$ cat src/rtl/plot_scheduler.sv
// Round-robin arbiter and rectangle rasteriser for the shared VGA pixel-plot port.
// Four requesters each submit a rectangle; one granted job is written out one pixel per clock.
module plot_scheduler #(
  parameter int X_MAX = 320,
  parameter int Y_MAX = 240
) (
  input  logic        clk_50,
  input  logic        rst,
  input  logic [3:0]  req,
  input  logic [39:0] req_x,
  input  logic [39:0] req_y,
  input  logic [23:0] req_w,
  input  logic [23:0] req_h,
  input  logic [11:0] req_color,
  output logic [3:0]  grant,
  output logic [3:0]  ack,
  output logic        busy,
  output logic [9:0]  plot_x,
  output logic [9:0]  plot_y,
  output logic [2:0]  plot_color,
  output logic        plot_en
);

  typedef enum logic [1:0] {IDLE, LOAD, DRAW, DONE} state_t;

  localparam logic [10:0] X_LIM = 11'(X_MAX);
  localparam logic [10:0] Y_LIM = 11'(Y_MAX);

  state_t      state, state_n;
  logic [1:0]  rr_ptr, rr_n, sel, sel_n, pick;
  logic [9:0]  x0, x0_n, y0, y0_n;
  logic [5:0]  w, w_n, h, h_n, col, col_n, row, row_n, nc, nr;
  logic [2:0]  color, color_n;
  logic [3:0]  grant_n, ack_n;
  logic        busy_n, pen_n, last_col, last, in_bounds;
  logic [9:0]  px_n, py_n;
  logic [2:0]  pc_n;
  logic [10:0] sx, sy;

  // First requester at or above rr_ptr, wrapping modulo 4
  always_comb begin
    logic       found;
    logic [1:0] idx;
    pick  = rr_ptr;
    found = 1'b0;
    idx   = '0;
    for (int k = 0; k < 4; k++) begin
      idx = rr_ptr + 2'(k);
      if (!found && req[idx]) begin
        pick  = idx;
        found = 1'b1;
      end
    end
  end

  // Next pixel to present; LOAD presents (0,0), DRAW advances in raster order
  assign last_col  = (col == w - 6'd1);
  assign last      = last_col && (row == h - 6'd1);
  assign nc        = (state == DRAW && !last_col) ? col + 6'd1 : 6'd0;
  assign nr        = (state != DRAW) ? 6'd0 : (last_col ? row + 6'd1 : row);
  assign sx        = {1'b0, x0} + {5'b0, nc};
  assign sy        = {1'b0, y0} + {5'b0, nr};
  assign in_bounds = (sx < X_LIM) && (sy < Y_LIM);

  always_comb begin
    state_n = state;
    rr_n    = rr_ptr;
    sel_n   = sel;
    x0_n    = x0;
    y0_n    = y0;
    w_n     = w;
    h_n     = h;
    color_n = color;
    col_n   = col;
    row_n   = row;
    grant_n = '0;
    ack_n   = '0;
    busy_n  = busy;
    px_n    = plot_x;
    py_n    = plot_y;
    pc_n    = plot_color;
    pen_n   = 1'b0;
    case (state)
      IDLE: if (|req) begin
        state_n = LOAD;
        sel_n   = pick;
        x0_n    = req_x[10*pick +: 10];
        y0_n    = req_y[10*pick +: 10];
        w_n     = req_w[6*pick +: 6];
        h_n     = req_h[6*pick +: 6];
        color_n = req_color[3*pick +: 3];
        grant_n = 4'b0001 << pick;
        busy_n  = 1'b1;
      end
      LOAD: begin
        col_n = '0;
        row_n = '0;
        if (w == 6'd0 || h == 6'd0) begin
          state_n = DONE;
          ack_n   = 4'b0001 << sel;
        end else begin
          state_n = DRAW;
          px_n    = sx[9:0];
          py_n    = sy[9:0];
          pc_n    = color;
          pen_n   = in_bounds;
        end
      end
      DRAW: if (last) begin
        state_n = DONE;
        ack_n   = 4'b0001 << sel;
      end else begin
        col_n = nc;
        row_n = nr;
        px_n  = sx[9:0];
        py_n  = sy[9:0];
        pen_n = in_bounds;
      end
      DONE: begin
        state_n = IDLE;
        rr_n    = sel + 2'd1;
        busy_n  = 1'b0;
      end
      default: state_n = IDLE;
    endcase
  end

  always_ff @(posedge clk_50 or negedge rst) begin
    if (!rst) begin
      state      <= IDLE;
      rr_ptr     <= '0;
      sel        <= '0;
      x0         <= '0;
      y0         <= '0;
      w          <= '0;
      h          <= '0;
      color      <= '0;
      col        <= '0;
      row        <= '0;
      grant      <= '0;
      ack        <= '0;
      busy       <= 1'b0;
      plot_x     <= '0;
      plot_y     <= '0;
      plot_color <= '0;
      plot_en    <= 1'b0;
    end else begin
      state      <= state_n;
      rr_ptr     <= rr_n;
      sel        <= sel_n;
      x0         <= x0_n;
      y0         <= y0_n;
      w          <= w_n;
      h          <= h_n;
      color      <= color_n;
      col        <= col_n;
      row        <= row_n;
      grant      <= grant_n;
      ack        <= ack_n;
      busy       <= busy_n;
      plot_x     <= px_n;
      plot_y     <= py_n;
      plot_color <= pc_n;
      plot_en    <= pen_n;
    end
  end

endmodule

$ cat config.mk
export PLATFORM = sky130hd
export DESIGN_NAME = plot_scheduler
export DESIGN_NICKNAME = d
export VERILOG_FILES = /design/src/rtl/plot_scheduler.sv
export SDC_FILE = /design/constraint.sdc
export NUM_CORES = 1
export LEC_CHECK = 0
export CAP_MARGIN = 10
export CORE_MARGIN = 2
export CORE_UTILIZATION = 40
export CTS_BUF_LIST = sky130_fd_sc_hd__clkbuf_8
export DETAILED_ROUTE_END_ITERATION = 7
export PLACE_DENSITY_LB_ADDON = 0.1
export SYNTH_ARGS = -nofsm -noshare
export SYNTH_HDL_FRONTEND = slang
export SYNTH_SLANG_ARGS = --single-unit
$ cat constraint.sdc
create_clock -name clk_50 -period 5.1 [get_ports clk_50]
set_clock_uncertainty 0.05 [all_clocks]
set_input_delay 1.02 -clock clk_50 [delete_from_list [all_inputs] [get_ports clk_50]]
set_output_delay 1.02 -clock clk_50 [all_outputs]
set_load 0.01 [all_outputs]
==> impl_metrics.ini, run 1 <==
[floorplan]
num_io_pins = 179
core_um2 = 13900
rows = 43
die_h_um = 123
die_w_um = 123
start_util = 0.408
die_area_um2 = 15100

[timing]
fin_setup_tns_ns = 0
whs_ns = 0.432
slew_violations = 0
min_period_over_period = 0.807
max_slew_margin = 0.294
rsz0062_at_grt = no
finalSetupViolations = 0
tightest_slew_ns = 1.05
fmax_mhz = 243
hold_viol_final = 0
fin_crit_ns = 4.12

[cells_and_area]
antenna_cells = 0
stdcell_count = 857
mostFrequentLayoutCells = 177 x clkdlybuf4s50_1, 86 x dfrtp_1, 63 x nand2_1, 42 x mux2_2, 35 x mux4_2
nFillCells = 1239
drive_gt1_frac = 0.173
fin_area_um2 = 7750
nets = 844
areaGrowthSynthToFinish_pct = 36.8
final_common_cell = clkdlybuf4s50_1

[pwr]
clockPowerShare = 0.118
power_leakage_uw = 0.00317
powerDensity_nw_per_um2 = 503
p_int_uw = 2340
combPwrFrac = 0.562
p_sw_frac = 0.400
vdd_drop_max_uv = 231
p_switching_uw = 1560
seq_power_share = 0.320

[clock_tree]
cts_buffers = 9
post-cts-setup-buffers = 0
cts-root-buf = clkbuf_8
cts_tree = yes
hold_buffers = 0
cts.htree.levels = 3
cts_sinks = 86
clk_latency_ns = 0.37
cts.clk_slew.worst_paths_ns = 0.08
cts_resized = 0
cts.path.max_buffers = 2

[synthesis]
synth_edf_count = 0
avgSynthCellArea_um2 = 11.3
ys_seq_area_frac = 0.380
synth-warning-count = 0
synth_flop_cell = dfrtp_1
syn_nets = 670
synth_cells = 500
ys_ff_latch = 86
synth_cell_types = 64
synthArstFlopShare = 1.00
synthesis.area_um2 = 5660

[routing]
remaining_drc_errors = 0
final_antenna_net_count = 0
vias = 4557
post_drt_wl_per_cell_um = 16.8
viasPerCell = 5.32
drtPass1Iterations = 4
drt_iter0_drc = 181
wirelength_um = 14400

[critical_path]
cp-start-kind = flip-flop
crit_fanout = 7
cp.arrival_ns = 4.38
crit_type = flip-flop to flip-flop
required_ns = 5.36
worst_setup_path_end_kind = flip-flop

[global_route]
grt_pass1_vias = 4666
grt_pass1_wl_um = 23000
grt_usage = 0.199
antenna_found_initial = 1
grt_max_degree = 60
grt_overflow = 0

[job]
drv_cap = 0

[placement]
dpl.cell_count = 843
post_dp_cell_area_um2 = 7580
dpl.hpwl_um = 11300
routabilityCongestion = 0.838
portBuffers = 178

[outcome]
status = finished clean

[worst_hold_path]
worstHoldPathType = flip-flop to flip-flop
[worst max-delay path: stages, from the launching register on]
cell and delay [ns]:
dfrtp_1 0.42, inv_1 0.06, ha_1 0.31, xnor2_1 0.14, nor2_1 0.21, nand4_4 0.16, nor2_1 0.42, xnor2_1 0.17
nor2_1 0.07, ha_1 0.22, fa_1 0.42, a21o_1 0.20, a21oi_1 0.21, nor2b_1 0.08, o21a_1 0.19, nor2_1 0.21
o21bai_1 0.11, a211oi_2 0.20, o2111a_1 0.19
[power by group through the flow]
| stage | registers [uW] | clock network (uW) | logic (uW) |
|---|---|---|---|
| 2_1_floorplan | 1230 | 0 | 1600 |
| 3_3_place_gp | 1240 | 0 | 2160 |
| 3_5_place_dp | 1260 | 0 | 2210 |
| 4_1_cts | 1250 | 473 | 2220 |
| 5_1_grt | 1290 | 497 | 2430 |
| 6_report | 1250 | 458 | 2190 |
[registers in the layout, indices dropped and copies added, names as in the netlist]
signal / cells
ack: 4
busy: 1
col: 6
color: 3
grant: 4
h: 6
plot_color: 3
plot_en: 1
plot_x: 10
plot_y: 10
row: 6
rr_ptr: 2
sel: 2
state: 2
w: 6
x0: 10
y0: 10
[Yosys cell counts, types with 2 or more instances]
| library cell | number | area, um^2 |
|---|---|---|
| nand4_1 | 2 | 12.5 |
| nor3_1 | 8 | 40.0 |
| nor2_1 | 28 | 105 |
| o31ai_1 | 8 | 60.1 |
| buf_2 | 3 | 15.0 |
| o21a_1 | 3 | 22.5 |
| nor3b_1 | 2 | 15.0 |
| xor2_1 | 17 | 149 |
| and3_1 | 7 | 43.8 |
| clkbuf_1 | 10 | 37.5 |
| ha_1 | 22 | 275 |
| dfrtp_1 | 86 | 2150 |
| and2_1 | 4 | 25.0 |
| or2_2 | 2 | 12.5 |
| buf_6 | 4 | 45.0 |
| o21ai_2 | 4 | 35.0 |
| inv_1 | 16 | 60.1 |
| a21oi_1 | 13 | 65.1 |
| mux2_2 | 42 | 473 |
| a21o_1 | 8 | 60.1 |
| nor2b_1 | 7 | 43.8 |
| o21ai_1 | 12 | 60.1 |
| nand3_1 | 7 | 35.0 |
| fa_1 | 2 | 40.0 |
| a31oi_1 | 4 | 25.0 |
| nand2_1 | 64 | 240 |
| mux4_2 | 35 | 788 |
| o21ai_0 | 17 | 85.1 |
| nand2b_1 | 5 | 31.3 |
| o211ai_1 | 4 | 30.0 |
| a211o_1 | 2 | 17.5 |
| xnor2_1 | 20 | 175 |
[cell type report]
| class | instances | area (um^2) | area share |
|---|---|---|---|
| Sequential cell | 86 | 2150 | 0.278 |
| Tap cell | 180 | 225 | 0.0291 |
| Inverter | 17 | 63.8 | 0.00823 |
| Multi-Input combinational cell | 377 | 3320 | 0.429 |
| Clock inverter | 5 | 46.3 | 0.00597 |
| Clock buffer | 9 | 124 | 0.0160 |
| Timing Repair Buffer | 183 | 1820 | 0.234 |
[path summary, 6_finish.rpt]
path                            from        end  slack [ns]  cells after the start
setup / recovery                w[0]    plot_en        0.98                     18
hold / removal             plot_y[0]  plot_y[0]        0.43                      2
setup reg to reg                w[0]    plot_en        0.98                     18
hold reg to reg            plot_y[0]  plot_y[0]        0.43                      2
max in group asynchronous        rst  rr_ptr[1]        3.45                      2
min in group asynchronous        rst  plot_y[3]        0.68                      1
[logic make-up (layout without fill, tap and decap cells)]
kind of cell             after synthesis  after routing  share of synthesized area
multiplexers                          78             78                      0.227
buffers and inverters                 37            214                     0.0353
flip-flops                            86             86                      0.380
XOR/XNOR                              37             37                     0.0572
AND/OR/NAND/NOR                      147            147                      0.133
adder cells (fa/ha/maj)               24             24                     0.0557
AO/OA/AOI/OAI                         91             91                      0.112
[per-layer routing]
metal,vias to the layer above,global-route usage,routed length [um],part of all wire
met5,-,0,0,0
met4,0,0.0668,244,0.017
met3,16,0.0461,951,0.066
met2,153,0.326,6840,0.47
met1,2218,0.259,6380,0.44
li1,2170,-,-,-
[per-stage QoR]
| step | total power (uW) | util | setup WS, ns |
|---|---|---|---|
| after CTS | 3940 | 0.558 | 0.953 |
| after detailed placement | 3470 | 0.546 | 0.990 |
| after global routing | 4220 | 0.558 | 0.624 |
| after global placement | 3400 | 0.546 | 1.12 |
| after floorplan | 2830 | - | 1.42 |
| final | 3900 | 0.558 | 0.984 |
No activity file was read; power rests on OpenSTA's default activity.
==> run 2, diff against run 1 <==
- clock period: 5.1 -> 4.2 ns (I/O delays scaled with it)
==> run 2 against run 1 <==
Wire length is 2.5% lower. Hold slack is essentially flat. Global-route usage fell by 0.44 points. Via count fell by 1.4%. Final cell count up 0.23%. Combinational power grew 22%. Largest cell class unchanged. Largest power group unchanged.
==> impl_metrics.ini, run 2 (same netlist as run 1, synthesis figures left out) <==
[critical_path]
timing.rr.start = w[0]
r2r_slack_ns = 0.30
crit_type = flip-flop to flip-flop
cp.arrival_ns = 4.16
required_ns = 4.46
worstSetupEndpoint = plot_en
worst_setup_path_end_kind = flip-flop
crit_fanout = 6
r2r_cells = 16
cp-startpoint = w[0]
r2r-end = plot_en
cp-start-kind = flip-flop

[clock_tree]
cts.clk_slew.worst_paths_ns = 0.08
cts_tree = yes
cts.htree.levels = 3
cts_buffers = 9
cts.path.max_buffers = 2
cts_sinks = 86
clk_latency_ns = 0.37
hold_buffers = 0
cts-root-buf = clkbuf_8

[floorplan]
die_h_um = 123
rows = 43
die_w_um = 123
die_area_um2 = 15100
core_um2 = 13900
num_io_pins = 179
start_util = 0.408

[placement]
dpl.hpwl_um = 11000
dp_slack_ns = 0.308
portBuffers = 178
post_dp_cell_area_um2 = 7590
routabilityCongestion = 0.878

[timing]
finalSetupViolations = 0
hold_viol_final = 0
min_period_over_period = 0.927
max_slew_margin = 0.288
fin_crit_ns = 3.90
fmax_mhz = 257
tightest_slew_ns = 1.06
slew_violations = 0
setup_slack_ns = 0.305

[global_route]
grt_usage = 0.194
antenna_found_initial = 1
grt_max_degree = 70
grt_pass1_vias = 4606
grt_pass1_wl_um = 22500
grt_overflow = 0

[routing]
drt_iter0_drc = 235
post_drt_wl_per_cell_um = 16.3
drtPass1Iterations = 4
final_antenna_net_count = 0
wirelength_um = 14000
viasPerCell = 5.23
vias = 4491
remaining_drc_errors = 0

[job]
drv_cap = 0

[cells_and_area]
final_common_cell = clkdlybuf4s50_1
drive_gt1_frac = 0.178
mostFrequentLayoutCells = 177 x clkdlybuf4s50_1, 86 x dfrtp_1, 63 x nand2_1, 42 x mux2_2, 35 x mux4_2
antenna_cells = 0
fin_area_um2 = 7770
areaGrowthSynthToFinish_pct = 37.2
nets = 846

[pwr]
total_power_uw = 4720
powerDensity_nw_per_um2 = 607
power_leakage_uw = 0.00318
vdd_drop_max_uv = 276

[worst_hold_path]
worstHoldPathType = flip-flop to flip-flop

[outcome]
status = finished clean
[run 2: cell count changes in the layout (fill, tap and decap cells not counted)]
cell,delta
a21oi_1,-1
a21oi_2,+1
buf_4,+2
nor2_1,-1
nor2_2,+1
[run 2: how the worst min path moves through the flow]
stage | from | slack (ns) | to | depth (start not counted)
after floorplan | color[0] | 0.42 | plot_color[0] | 1
after global placement | plot_y[4] | 0.41 | plot_y[4] | 2
after detailed placement | plot_y[0] | 0.42 | plot_y[0] | 2
after CTS | plot_y[0] | 0.44 | plot_y[0] | 2
after global routing | plot_x[8] | 0.46 | plot_x[8] | 2
final | plot_y[4] | 0.43 | plot_y[4] | 2
[run 2: cell type report]
cell class / count / area, um^2
Timing Repair Buffer: 185 / 1830
Clock buffer: 9 / 124
Fill cell: 1207 / 6110
Inverter: 17 / 63.8
Clock inverter: 5 / 46.3
Tap cell: 180 / 225
Multi-Input combinational cell: 377 / 3330
Sequential cell: 86 / 2150
[run 2: timing repair]
action / 4_1_cts / 5_1_grt
resized for setup: 0 / 2
setup endpoints to repair: 0 / 1
buffers inserted: 0 / 0
[run 2: metrics by stage]
step / utilization / TNS (ns) / instances / hold WS [ns]
finish: 0.560 / 0 / 859 / 0.432
global route: 0.560 / -0.00981 / 859 / 0.461
CTS: 0.559 / 0 / 859 / 0.435
detailed placement: 0.547 / 0 / 845 / 0.415
global placement: 0.547 / 0 / 845 / 0.410
floorplan: - / 0 / 500 / 0.425
[run 2: critical path: stages, from the launching register on]
cell and delay (ns):
dfrtp_1 0.43, or4_4 0.54, or3_4 0.36, nand4_4 0.13, nor2_2 0.07, buf_4 0.15, nor2_1 0.12, and2_1 0.23
ha_1 0.25, a21o_1 0.21, o21ai_0 0.20, a21oi_1 0.11, o21a_1 0.21, nor2_1 0.30, nor4_1 0.11, o221ai_1 0.18
o2111a_1 0.20
[run 2: metal layers]
| layer | GRT usage | vias up | wire length [um] |
|---|---|---|---|
| li1 | - | 2176 | - |
| met1 | 0.250 | 2158 | 6150 |
| met2 | 0.325 | 138 | 6710 |
| met3 | 0.0411 | 19 | 924 |
| met4 | 0.0682 | 0 | 259 |
| met5 | 0 | - | 0 |
[run 2: where the power goes]
part	switching [uW]	internal [uW]	leakage, uW
sequential	318	1190	0.00106
combinational	1270	1400	0.00202
clock	285	261	0.0000987
total	1870	2850	0.00318
